### src/rtl/decipher_stream_io.sv
// Byte-serial wrapper around a combinational AES-128 decipher: gathers 16 ciphertext bytes,
// waits a fixed settle window on the multicycle path, then streams the 16 plaintext bytes back out.
module decipher_stream_io #(
    parameter int N      = 128,
    parameter int SETTLE = 2      // legal range 1..15
) (
    input  logic           clk,
    input  logic           rst,
    input  logic [N-1:0]   key_in,
    input  logic           key_load,
    input  logic [7:0]     in_byte,
    input  logic           in_valid,
    output logic           in_ready,
    output logic [7:0]     out_byte,
    output logic           out_valid,
    input  logic           out_ready,
    output logic [127:0]   dec_in,
    output logic [N-1:0]   dec_key,
    input  logic [127:0]   dec_out,
    output logic           busy
);

    typedef enum logic [1:0] {
        ST_LOAD,
        ST_SETTLE,
        ST_SEND
    } state_t;

    localparam logic [3:0] SETTLE_LAST = 4'(SETTLE - 1);

    state_t         state;
    logic [3:0]     bcnt;
    logic [3:0]     scnt;
    logic [127:0]   in_sr;
    logic [127:0]   out_sr;
    logic [N-1:0]   key_r;
    logic           in_fire;
    logic           out_fire;

    assign in_ready = (state == ST_LOAD) && !rst;
    assign in_fire  = in_valid && in_ready;
    assign out_fire = out_valid && out_ready;

    // NOTE: every register here updates with <= so all of them see pre-edge values of each other;
    // the shift registers double as the wide datapath registers, so the reset clears them too.
    always_ff @(posedge clk) begin
        if (rst) begin
            state     <= ST_LOAD;
            bcnt      <= 4'd0;
            scnt      <= 4'd0;
            in_sr     <= '0;
            out_sr    <= '0;
            key_r     <= '0;
            out_valid <= 1'b0;
        end else begin
            case (state)
                ST_LOAD: begin
                    // Key may only change before the first byte, so the decipher never sees a mid-block key
                    if (key_load && bcnt == 4'd0) key_r <= key_in;
                    if (in_fire) begin
                        in_sr <= {in_sr[119:0], in_byte};
                        if (bcnt == 4'd15) begin
                            bcnt  <= 4'd0;
                            scnt  <= 4'd0;
                            state <= ST_SETTLE;
                        end else begin
                            bcnt <= bcnt + 4'd1;
                        end
                    end
                end
                ST_SETTLE: begin
                    if (scnt == SETTLE_LAST) begin
                        out_sr    <= dec_out;
                        out_valid <= 1'b1;
                        state     <= ST_SEND;
                    end else begin
                        scnt <= scnt + 4'd1;
                    end
                end
                ST_SEND: begin
                    if (out_fire) begin
                        out_sr <= {out_sr[119:0], 8'h00};
                        if (bcnt == 4'd15) begin
                            bcnt      <= 4'd0;
                            out_valid <= 1'b0;
                            state     <= ST_LOAD;
                        end else begin
                            bcnt <= bcnt + 4'd1;
                        end
                    end
                end
                default: state <= ST_LOAD;
            endcase
        end
    end

    assign out_byte = out_sr[127:120];
    assign dec_in   = in_sr;
    assign dec_key  = key_r;
    assign busy     = (state != ST_LOAD) || (bcnt != 4'd0);

endmodule

### config.mk
export PLATFORM = sky130hd
export DESIGN_NAME = decipher_stream_io
export DESIGN_NICKNAME = d
export VERILOG_FILES = /design/src/rtl/decipher_stream_io.sv
export SDC_FILE = /design/constraint.sdc
export NUM_CORES = 1
export LEC_CHECK = 0
export ABC_AREA = 1
export ABC_CLOCK_PERIOD_IN_PS = 1800
export CAP_MARGIN = 40
export CORE_AREA = 2 2 206 208
export CTS_CLUSTER_DIAMETER = 200
export DETAILED_ROUTE_END_ITERATION = 6
export DIE_AREA = 0 0 208 210
export PLACE_DENSITY = 0.75
export SYNTH_ARGS = -nofsm -noshare
export SYNTH_HDL_FRONTEND = slang
export SYNTH_SLANG_ARGS = --single-unit
export TNS_END_PERCENT = 30
### constraint.sdc
create_clock -name clk -period 1.8 [get_ports clk]
set_input_delay 0.54 -clock clk [delete_from_list [all_inputs] [get_ports clk]]
set_output_delay 0.54 -clock clk [all_outputs]
set_load 0.01 [all_outputs]
# [Word-level counts from Yosys, hierarchy flattened]
# Index checks and enable logic that the tools add are counted.
[classes] addsub=2 n_reduce_logical=20 div=0 eq_ne=10 mul=0 n_bitwise=0 n_mux=21 shifts=0 order_cmp=0
[ops] operator="$mux 128" count=2
[ops] operator="$pmux 128 s2" count=1
[ops] operator="$mux 4" count=6
[ops] operator="$pmux 4 s2" count=2
[ops] operator="$mux 2" count=5
[ops] operator="$ne 2x2->1 const B" count=5
[ops] operator="$add 4x1->4 const B" count=2
[ops] operator="$reduce_and 4->1" count=2
[ops] operator="$reduce_bool 2->1" count=4
[ops] operator="$pmux 2 s3" count=1
[ops] operator="$reduce_and 3->1" count=2
[ops] operator="$reduce_and 5->1" count=1
[ops] operator="$eq 4x1->1 const B" count=1
[ops] operator="$eq 4x4->1 const B" count=1
[ops] operator="$logic_and 1x1->1" count=4
[ops] operator="$logic_not 4->1" count=1
[ops] operator="$reduce_and 2->1" count=2
[ops] operator="$reduce_bool 4->1" count=1
[ops] operator="$mux 1" count=3
[ops] operator="$eq 2x1->1 const B" count=1
[ops] operator="$eq 2x2->1 const B" count=1
[ops] operator="$logic_not 2->1" count=1
[ops] operator="$ne 2x1->1 const B" count=1
[ops] operator="$pmux 1 s2" count=1
[ops] operator="2 further kinds" count=2
[word_totals] inputBits=269 ramBits=0 latch_bits=0 wordCells=60 romBits=0 ff_bits=395 mem_count=0 output_inout_bits=267

# [Longest topological paths before layout]
[depth] word_depth=5 mapped_depth=9

# [Worst setup path after synthesis]
# Ideal clock, no wire load.
[synth_path] path_type="input to output" startpoint="in rst" endpoint="out in_ready" required_ps=1260 n_path_buf=1 path_slack_ps=259 path_stages=2 arrival_ps=1001 cell_sequence="nor2_4 -> clkbuf_1"
[synth_between] elab_chain_len=2
[synth_lines] element="start, declared" line_no="8" rtl="input logic rst,"
[synth_lines] element="$logic_not 1->1" line_no="40" rtl="assign in_ready = (state == ST_LOAD) && !rst;"
[synth_lines] element="$logic_and 1x1->1" line_no="40"
[synth_lines] element="end, declared" line_no="13" rtl="output logic in_ready,"
# Every way passes these cells.

# [Worst setup path in the final report]
# Ends and elaborated chain as after synthesis.

==> metrics.md <==
| Metric | Value |
|---|---|
| H-tree depth | 2 |
| Post-synth EDFFs | 0 |
| Crit path capture type | output port |
| Required @ worst endpoint | roughly 1.3 ns |
| Drt wl/cell | roughly 16 um |
| Die area | ~44,000 sq um |
| Worst EP arrival | 1.34 ns |
| Worst clock skew | around 0.021 ns |
| Top cells by count, synth | 513 x nor2_1, 477 x nand2_1, 395 x dfxtp_1, 227 x nand3_1, 181 x o21ai_0 |
| Initial antenna violation count | 3 |
| Max Cap Violations | 0 |
| Crit. Startpoint | rst |
| Clk root buf | clkbuf_16 |
| Largest cells by area after synthesis | dfxtp_1 51%, nor2_1 12%, nand2_1 12%, nand3_1 7.4%, o21ai_0 5.9% |
| Ys Warns | 0 |
| Syn-to-layout area delta | 48.4% |
| HPWL after DPL | 36,700 um |
| First-pass GRT wire length | about 81,000 um |
| Top cell type's share of synthesized area | 0.512 |
| Via count | around 16,000 |
| RePlAce Congestion | 0.862 |
| Fmax achieved | 533 MHz |
| # nets final | just under 3,000 |
| DRC viols | 0 |
| PnR worst setup slack | -0.0770 ns |
| Worst setup SP type | primary input |
| Largest net degree at the start of global routing | 95 |
| RSZ-0062 raised after global routing | true |
| Mapped Nets | between 2,000 and 2,500 |
| Met3 WL | about 3900 um |
| Worst setup path endpoint | in_ready |
| Unique masters post-synth | 25 |
| Final period utilization | 1.04 |
| Die height | approximately 210 um |
| Class of the worst hold path | flip-flop to flip-flop |
| Drt initial violations | approximately 1,100 |
| Total power | 0.0220 W |
| Gate count after technology mapping | about 2,200 |
| # rows | 75 |
| Post-synthesis cell area | roughly 15,000 sq um |
| Relative slew slack | 0.714 |
| Register clock-pin slew on the reported worst setup and hold paths | 0.06 ns |
| Hold Buf Count CTS | 0 |
| Clock tree buffer depth | 3 |
| Vias in the first global route | 15,500 |
| Register area share after synthesis | 0.512 |
| Area leader, netlist | dfxtp_1 |
| Final TNS setup | -0.150 ns |
| Crit Path Class | primary input to output port |
| Tot GR Track Use | 0.226 |
| WL final | 51,500 um |
| Count leader, synth | nor2_1 |
| Drt via density | roughly 5 |
| Failing checks | setup timing |
| PortBufs | approximately 540 |
| Core ar. | roughly 41,000 sq um |
| Yosys reg bits | a little under 400 |
| Share of cells above drive strength 1 | 0.0903 |
| Highest Signal Layer | met4 |
| Register area | between 7000 and 8000 sq um |
| Syn_area_per_cell | 7.19 sq um |
| Worst reg2reg startpoint | scnt[1] |
| Ports | 536 |
| Top_reg_cell synth | dfxtp_1 |
| Pins Over Slew Limit | 0 |
| FILL cells | ~3,800 |
| Clock tree from TritonCTS | built |
| Min Tclk post-route | between 1.5 and 2 ns |
| Status | complete, but fails checks |
| Area of the multi-input gates | between 6000 and 7000 sq um |
| R2R Setup Slk | 0.14 ns |
| Starting Density | 0.373 |
| Routed Antenna Nets | 0 |
| Static leakage | roughly 11 nW |
| Peak VDD IR | ~0.7 mV |
| CTS Sinks | between 300 and 400 |
| Slew @ Worst Pin | 0.429 ns |
| R2R Path End | out_sr[116] |
| R2R depth | 8 |
| Final hold violations | 0 |
| Worst-skew pair later-pin latency | between 0.5 and 0.6 ns |
| Routed length on met2 | around 25,000 um |
| CTS Buf Count | 43 |
| Die Width | ~210 um |
| GR Overflow Total | 0 |
| TritonRoute pass-1 iters | 6 |
| Final setup fails | 2 |
| Critical path peak fanout | 2 |
| Wl on met1 | between 20,000 and 25,000 um |
| FFs w/ async S/R, synth | 0 |
| PwrDens | around 960 nW/um^2 |
## where the power goes
| group | switching, W | total [W] | internal, W |
|---|---|---|---|
| sequential | 0.000245 | 0.00943 | 0.00918 |
| combinational | 0.00184 | 0.00344 | 0.00159 |
| clock | 0.00365 | 0.00914 | 0.00549 |
| total | 0.00574 | 0.0220 | 0.0163 |
## flip-flops by register name, indices dropped and copies added (netlist names)
name       flops
bcnt           4
out_sr       128
dec_key      128
state          2
scnt           4
out_valid      1
dec_in       128
## how the worst min path moves through the flow
stage	from	to	slack, ns	cells after the start
floorplan	out_sr[0]	out_sr[0]	0.44	2
global placement	out_sr[0]	out_sr[0]	0.45	2
detailed placement	dec_in[5]	dec_in[5]	0.46	2
CTS	in_valid	bcnt[1]	0.44	4
global route	dec_in[5]	dec_in[5]	0.48	2
finish	dec_in[5]	dec_in[5]	0.46	2
## worst max-delay path, stage by stage
cell and delay [ns]:
clkdlybuf4s50_1 0.47, nor2_4 0.20, buf_6 0.13
## final cells by class
type,instances,share of cell area
flip-flops and latches,395,0.346
inverters,32,0.00578
repair buffers,622,0.263
clock inverters,19,0.0109
multi-input cells,1553,0.291
diodes,3,0.000327
clock buffers,60,0.0533
well taps,539,0.0294
## what timing repair did
item,4_1_cts,5_1_grt
pin swaps,3,2
gates resized for setup,378,84
gates cloned,0,0
buffers inserted,2,0
endpoints found under the setup margin,267,79
## routing by layer
| layer | global-route usage | vias to the layer above |
|---|---|---|
| met5 | 0 | - |
| met4 | 0.111 | 0 |
| met3 | 0.0630 | 138 |
| met2 | 0.382 | 613 |
| met1 | 0.263 | 7345 |
| li1 | - | 7886 |
## stage by stage
| step | hold WS, ns | cells | setup slack (ns) | cell area [sq um] | util |
|---|---|---|---|---|---|
| floorplan | 0.439 | 2150 | 0.259 | 15500 | - |
| global placement | 0.449 | 3139 | -0.516 | 21700 | 0.523 |
| detailed placement | 0.455 | 3139 | -0.510 | 21700 | 0.523 |
| CTS | 0.443 | 3220 | -0.136 | 23000 | 0.554 |
| global route | 0.480 | 3223 | -0.121 | 22900 | 0.553 |
| finish | 0.464 | 3223 | -0.0770 | 22900 | 0.553 |
## kinds of logic after synthesis
group,count (synthesis),share of synthesized area
AO/OA/AOI/OAI,315,0.102
XOR/XNOR,2,0.00113
adder cells (fa/ha/maj),4,0.00324
buffers and inverters,202,0.0599
flip-flops,395,0.512
AND/OR/NAND/NOR,1232,0.322
## cell usage in the layout (no fill, tap or decap), types with 5 or more instances in the layout
cell and n:
nor2_1 512, nand2_1 474, dfxtp_1 375, clkdlybuf4s50_1 267, nand3_1 227, o21ai_0 181
dlygate4sd2_1 157, o21ai_1 107, clkdlybuf4s15_1 65, buf_4 60, clkbuf_16 44, buf_12 28
a21oi_1 27, inv_1 26, clkbuf_2 24, dfxtp_2 19, clkdlybuf4s15_2 14, clkbuf_1 10
clkinv_2 8, nor2_4 6, clkbuf_8 6, nand4_1 5, bufinv_16 5, buf_2 5
(Power assumes the default switching activity.)
